--- config.mk ---
export PLATFORM = sky130hd
export DESIGN_NAME = buscaminas_cursor
export DESIGN_NICKNAME = d
export VERILOG_FILES = /design/src/rtl/buscaminas_cursor.sv
export SDC_FILE = /design/constraint.sdc
export NUM_CORES = 1
export LEC_CHECK = 0
export CAP_MARGIN = 10
export CORE_MARGIN = 3
export CORE_UTILIZATION = 44
export DETAILED_ROUTE_END_ITERATION = 8
export PLACE_DENSITY_LB_ADDON = 0.2
export SKIP_LAST_GASP = 1
export SYNTH_ARGS = -nofsm -noshare
export SYNTH_HDL_FRONTEND = slang
export SYNTH_SLANG_ARGS = --single-unit
--- constraint.sdc ---
create_clock -name clk -period 2.6 [get_ports clk]
set_input_delay 0.26 -clock clk [delete_from_list [all_inputs] [get_ports clk]]
set_output_delay 0.26 -clock clk [all_outputs]
set_load 0.02 [all_outputs]
--- src/rtl/buscaminas_cursor.sv ---
// buscaminas_cursor: cursor controller for the Buscaminas board.
// Converts debounced button levels into a registered (x,y) cursor over a
// COLS x ROWS grid (wrapping or saturating at the edges), and offers the
// chosen cell to the game logic through a valid/ready select handshake.
// Optional build macro: BUSCAMINAS_CURSOR_AUTOREPEAT_EN adds hold-to-repeat
// stepping for a single held direction button.
//
// Handshake: sel_valid rises with sel_x/sel_y loaded and both stay stable
// until a cycle with sel_valid=1 and sel_ready=1; sel_valid drops on the
// following cycle. sel_ready is ignored while sel_valid=0. lock or rst drop
// a pending selection without completing the transfer.
module buscaminas_cursor #(
  parameter int COLS          = 8,
  parameter int ROWS          = 8,
  parameter int START_X       = 0,
  parameter int START_Y       = 0,
  parameter int WRAP          = 1,
  parameter int REPEAT_DELAY  = 16,
  parameter int REPEAT_PERIOD = 4,
  localparam int XW = ($clog2(COLS) > 1) ? $clog2(COLS) : 1,
  localparam int YW = ($clog2(ROWS) > 1) ? $clog2(ROWS) : 1
) (
  input  logic          clk,
  input  logic          rst,
  input  logic          lock,
  input  logic          btn_up,
  input  logic          btn_down,
  input  logic          btn_left,
  input  logic          btn_right,
  input  logic          btn_sel,
  input  logic          sel_ready,
  output logic [XW-1:0] cursor_x,
  output logic [YW-1:0] cursor_y,
  output logic          moved,
  output logic          sel_valid,
  output logic [XW-1:0] sel_x,
  output logic [YW-1:0] sel_y
);

  if (COLS < 2 || ROWS < 2 || START_X >= COLS || START_Y >= ROWS ||
      REPEAT_PERIOD < 1 || REPEAT_PERIOD > REPEAT_DELAY) begin : g_bad_params
    $error("buscaminas_cursor: invalid parameter set");
  end

  typedef enum logic [1:0] {
    ST_IDLE     = 2'd0,
    ST_SEL_WAIT = 2'd1,
    ST_LOCKED   = 2'd2
  } state_t;

  state_t state, state_nxt;

  // Button bit order: {sel, right, left, down, up}
  logic [4:0] btn_now, btn_prev, btn_rise;
  logic [3:0] dir_ev;
  logic       step_en, sel_take, sel_done;
  logic       mv_up, mv_down, mv_left, mv_right;
  logic [XW-1:0] x_nxt;
  logic [YW-1:0] y_nxt;

  assign btn_now  = {btn_sel, btn_right, btn_left, btn_down, btn_up};
  assign btn_rise = btn_now & ~btn_prev;

`ifdef BUSCAMINAS_CURSOR_AUTOREPEAT_EN
  localparam int RW = $clog2(REPEAT_DELAY + 1) + 1;
  logic [RW-1:0] rpt_cnt;
  logic          one_dir, idle_ok, rpt_hold, rpt_fire;

  assign idle_ok  = (state == ST_IDLE) && !lock;
  assign one_dir  = ($countones(btn_now[3:0]) == 1) && !btn_sel;
  assign rpt_hold = idle_ok && one_dir && (btn_now == btn_prev) && (rpt_cnt != '0);
  assign rpt_fire = rpt_hold && (rpt_cnt == RW'(REPEAT_DELAY));
  assign dir_ev   = btn_rise[3:0] | (rpt_fire ? btn_now[3:0] : 4'b0000);

  // Repeat counter: cycles since the edge step, folded back after each repeat
  always_ff @(posedge clk or posedge rst) begin
    if (rst) begin
      rpt_cnt <= '0;
    end else if (idle_ok && one_dir && (btn_rise[3:0] != 4'b0000)) begin
      rpt_cnt <= RW'(1);
    end else if (rpt_hold) begin
      rpt_cnt <= rpt_fire ? RW'(REPEAT_DELAY - REPEAT_PERIOD + 1) : rpt_cnt + 1'b1;
    end else begin
      rpt_cnt <= '0;
    end
  end
`else
  assign dir_ev = btn_rise[3:0];
`endif

  // Opposing events on one axis cancel; one per axis gives a diagonal step
  assign mv_up    = dir_ev[0] && !dir_ev[1];
  assign mv_down  = dir_ev[1] && !dir_ev[0];
  assign mv_left  = dir_ev[2] && !dir_ev[3];
  assign mv_right = dir_ev[3] && !dir_ev[2];

  // Candidate next column with wrap or clamp at the board edge
  always_comb begin
    x_nxt = cursor_x;
    if (mv_right) begin
      if (cursor_x == XW'(COLS - 1)) x_nxt = (WRAP != 0) ? '0 : cursor_x;
      else                           x_nxt = cursor_x + 1'b1;
    end else if (mv_left) begin
      if (cursor_x == '0) x_nxt = (WRAP != 0) ? XW'(COLS - 1) : cursor_x;
      else                x_nxt = cursor_x - 1'b1;
    end
  end

  // Candidate next row with wrap or clamp at the board edge
  always_comb begin
    y_nxt = cursor_y;
    if (mv_down) begin
      if (cursor_y == YW'(ROWS - 1)) y_nxt = (WRAP != 0) ? '0 : cursor_y;
      else                           y_nxt = cursor_y + 1'b1;
    end else if (mv_up) begin
      if (cursor_y == '0) y_nxt = (WRAP != 0) ? YW'(ROWS - 1) : cursor_y;
      else                y_nxt = cursor_y - 1'b1;
    end
  end

  // Next-state logic: lock overrides everything, select beats a same-cycle step
  always_comb begin
    state_nxt = state;
    step_en   = 1'b0;
    sel_take  = 1'b0;
    sel_done  = 1'b0;
    if (lock) begin
      state_nxt = ST_LOCKED;
    end else begin
      case (state)
        ST_IDLE: begin
          if (btn_rise[4]) begin
            state_nxt = ST_SEL_WAIT;
            sel_take  = 1'b1;
          end else begin
            step_en = 1'b1;
          end
        end
        ST_SEL_WAIT: begin
          if (sel_ready) begin
            state_nxt = ST_IDLE;
            sel_done  = 1'b1;
          end
        end
        ST_LOCKED: state_nxt = ST_IDLE;
        default:   state_nxt = ST_IDLE;
      endcase
    end
  end

  // State and button history; history tracks every cycle so no edge goes stale
  always_ff @(posedge clk or posedge rst) begin
    if (rst) begin
      state    <= ST_IDLE;
      btn_prev <= 5'b11111;
    end else begin
      state    <= state_nxt;
      btn_prev <= btn_now;
    end
  end

  // Cursor register; moved pulses with the new position, never on a clamped no-op
  always_ff @(posedge clk or posedge rst) begin
    if (rst) begin
      cursor_x <= XW'(START_X);
      cursor_y <= YW'(START_Y);
      moved    <= 1'b0;
    end else begin
      moved <= 1'b0;
      if (step_en && ((x_nxt != cursor_x) || (y_nxt != cursor_y))) begin
        cursor_x <= x_nxt;
        cursor_y <= y_nxt;
        moved    <= 1'b1;
      end
    end
  end

  // Selection register: latch on take, clear on accept or lock
  always_ff @(posedge clk or posedge rst) begin
    if (rst) begin
      sel_valid <= 1'b0;
      sel_x     <= '0;
      sel_y     <= '0;
    end else if (sel_take) begin
      sel_valid <= 1'b1;
      sel_x     <= cursor_x;
      sel_y     <= cursor_y;
    end else if (lock || sel_done) begin
      sel_valid <= 1'b0;
    end
  end

endmodule

==> results.sh <==
export IMPL_final_hold_viol_count=0
export IMPL_cts_buffers=3
export IMPL_overflow=0
export IMPL_clock_path_buffers=2
export IMPL_hold_ws_ps=367
export IMPL_row_count=18
export IMPL_first_pass_iters=4
export IMPL_synth_cells=114
export IMPL_hold_buffers=0
export IMPL_timing_final_ws_setup_ps=468
export IMPL_stdcell_count=167
export IMPL_place_congestion=0.766
export IMPL_skew_ps=0.467
export IMPL_grtUsageTotal_pct=14.4
export IMPL_cp_max_fo=7
export IMPL_hp_class="in2reg"
export IMPL_syn_nets=131
export IMPL_slew_headroom_pct=47.3
export IMPL_timing_fmax_mhz=469
export IMPL_first_iter_violations=10
export IMPL_setup_tns_ps=0
export IMPL_setup_viol=0
export IMPL_ys_types=38
export IMPL_slowest_delay_ps=460
export IMPL_wl_um=2330
export IMPL_worstSetupPathType="reg2reg"
export IMPL_fill_cells=243
export IMPL_cellPowerDensity_mw_per_mm2=969
export IMPL_status="completed"
export IMPL_startpoint_type="flip-flop"
export IMPL_via_per_inst=5.40
export IMPL_synth_ff_latch_count=21
export IMPL_cp_data_required_time_ps=2810
export IMPL_antenna_found_initial=0
export IMPL_tritoncts="built"
export IMPL_areaGrowthSynthToFinish_pct=21.6
export IMPL_io_pins=23
export IMPL_seq_area_frac_synth_pct=43.2
export IMPL_ys_warn_count=0
export IMPL_fp_dieArea_mm2=0.00347
export IMPL_design_area_mm2=0.00150
export IMPL_maxCapViolations=0
export IMPL_final_util_pct=58.3
export IMPL_grt_pass1_vias=865
export IMPL_dp_cells=163
export IMPL_p_total_mw=1.45
export IMPL_dp_slack_ps=469
export IMPL_htree_num_levels=1
export IMPL_numPortBuffers=22
export IMPL_fin_nets=155
export IMPL_hpwlAfterDp_um=1810
export IMPL_cts_setup_buffers=0
export IMPL_clock_latency_ps=300
export IMPL_crit_path_frequent_cell="ha_1"
export IMPL_wl_per_cell_um=13.9
export IMPL_path_clk_slew_ps=120
export IMPL_p_leak_nw=0.645
export IMPL_core_mm2=0.00257
export IMPL_start_util_pct=48.0
export IMPL_postRouteAntennaNets=0
export IMPL_die_x_um=58.9
export IMPL_end_kind="flip-flop"
export IMPL_grt_start_max_net_pins=22
export IMPL_tightest_slew_ps=790
export IMPL_root_buffer="clkbuf_4"
export IMPL_worstPathCellList="ha_1, ha_1, inv_1, o2111ai_1, a211oi_2, o221ai_4, mux2_4"
export IMPL_drc=0
export IMPL_fin_crit_ps=2130
export IMPL_drive_gt1_share_pct=21.2
export IMPL_cts_repair_resized=0
export IMPL_synth_cell_area_mm2=0.00123
export IMPL_vias=901
export IMPL_grt_setup_unrepaired="no"
export IMPL_clock_sinks=21
export IMPL_cp_data_arrival_time_ps=2340
export IMPL_slowest_stage="dfrtp_1"
export IMPL_syn_area_per_cell_um2=10.8
export IMPL_n_antenna_cell=0
export IMPL_drv_slew=0
export IMPL_grt_pass1_wl_um=3830
export IMPL_cp_top_family="compound AO/OA/AOI/OAI gates"
export IMPL_max_vdd_ir_drop_v=0.000780
export IMPL_crit_buf_inv=1
export IMPL_min_period_over_period_pct=82.0
export IMPL_die_height_um=58.9
export IMPL_placed_area_mm2=0.00147
## where the power goes
part	switching [mW]	total (mW)	internal, mW
logic	0.379	0.758	0.379
clock network	0.105	0.163	0.0574
registers	0.110	0.531	0.421
total	0.594	1.45	0.857
## cell families after synthesis
| family | synth area share [%] |
|---|---|
| compound gates | 15.9 |
| xor+xnor | 0.712 |
| fa+ha+maj | 8.13 |
| buf+inv | 4.57 |
| flops | 43.2 |
| mux | 8.84 |
| simple gates | 18.7 |
## synthesized netlist by cell type (all sizes together)
| cell | n | share of area [%] |
|---|---|---|
| nor3 | 4 | 2.0 |
| o211ai | 1 | 1.0 |
| o2111ai | 2 | 1.4 |
| xnor2 | 1 | 0.71 |
| clkbuf | 2 | 0.61 |
| or2 | 1 | 0.51 |
| nand2 | 11 | 3.4 |
| nor2 | 4 | 2.4 |
| o31ai | 2 | 1.2 |
| nand2b | 4 | 2.2 |
| ha | 8 | 8.1 |
| or2b | 1 | 0.91 |
| nand4 | 1 | 0.51 |
| dfrtp | 16 | 33 |
| o21bai | 1 | 0.61 |
| o21a | 1 | 0.61 |
| nor2b | 5 | 3.1 |
| a21oi | 3 | 1.2 |
| o41ai | 1 | 0.71 |
| mux2 | 8 | 8.8 |
| dfstp | 5 | 11 |
| o221ai | 2 | 2.8 |
| and2b | 2 | 1.6 |
| a211oi | 1 | 1.0 |
| nand3b | 1 | 0.61 |
| buf | 1 | 0.91 |
| inv | 10 | 3.0 |
| a31oi | 3 | 1.5 |
| o21ai | 9 | 3.7 |
| nor4 | 1 | 0.51 |
| nand3 | 2 | 0.81 |
## cell usage in the layout, fill, tap and decap left out, types with 2 or more instances in the layout
master and count:
and2b_4 2, nand2b_1 3, dfrtp_1 16, nor2_1 2, ha_1 8, mux2_4 5
dfstp_2 5, o2111ai_1 2, nand2_1 11, o31ai_1 2, inv_1 9, clkbuf_4 3
nor2b_1 4, o21ai_0 9, nor3_1 3, nor2_4 2, a31oi_1 3, a21oi_1 3
nand3_1 2, clkdlybuf4s50_1 22, mux2_2 3
## final cells by class
class	count	area, um2	share of cell area (%)
clock inverter	1	5.00	0.334
timing repair buffer	22	220	14.7
inverter	10	37.5	2.51
sequential	21	532	35.5
multi-input combinational	80	643	42.9
tap	30	37.5	2.51
clock buffer	3	22.5	1.50
## routing by layer
metal	share of wire [%]	up-vias	global-route usage [%]
met5	0	-	0
met4	0	0	2.27
met3	5.2	0	5.04
met2	49	19	24.6
met1	45	437	17.7
li1	-	445	-
## sequential cells by signal, summed over array words and instances, names as in the netlist
register,cells
cursor_x,3
btn_prev,5
state,2
sel_valid,1
sel_y,3
cursor_y,3
sel_x,3
moved,1
## final timing paths
kind | end | startpoint | slack [ps] | cells after the start
worst max-delay path | cursor_x[0]$_DFFE_PP0P_ | cursor_x[1]$_DFFE_PP0P_ | 470 | 7
worst min-delay path | btn_prev[4]$_DFF_PP1_ | btn_sel | 370 | 1
worst max register to register | cursor_x[0]$_DFFE_PP0P_ | cursor_x[1]$_DFFE_PP0P_ | 470 | 7
worst min register to register | sel_y[0]$_DFFE_PP0P_ | sel_y[0]$_DFFE_PP0P_ | 490 | 2
max in group asynchronous | sel_y[0]$_DFFE_PP0P_ | rst | 1730 | 2
min in group asynchronous | sel_x[1]$_DFFE_PP0P_ | rst | 380 | 2
## worst register-to-register path, delay by kind of cell (launching register included)
family                     cells  cell delay (ps)
buffers and inverters          1               50
DFF                            1              460
adders and majority gates      2              510
AOI/OAI and AO/OA              3              690
muxes                          1              340
Power figures use the tool's default switching activity.
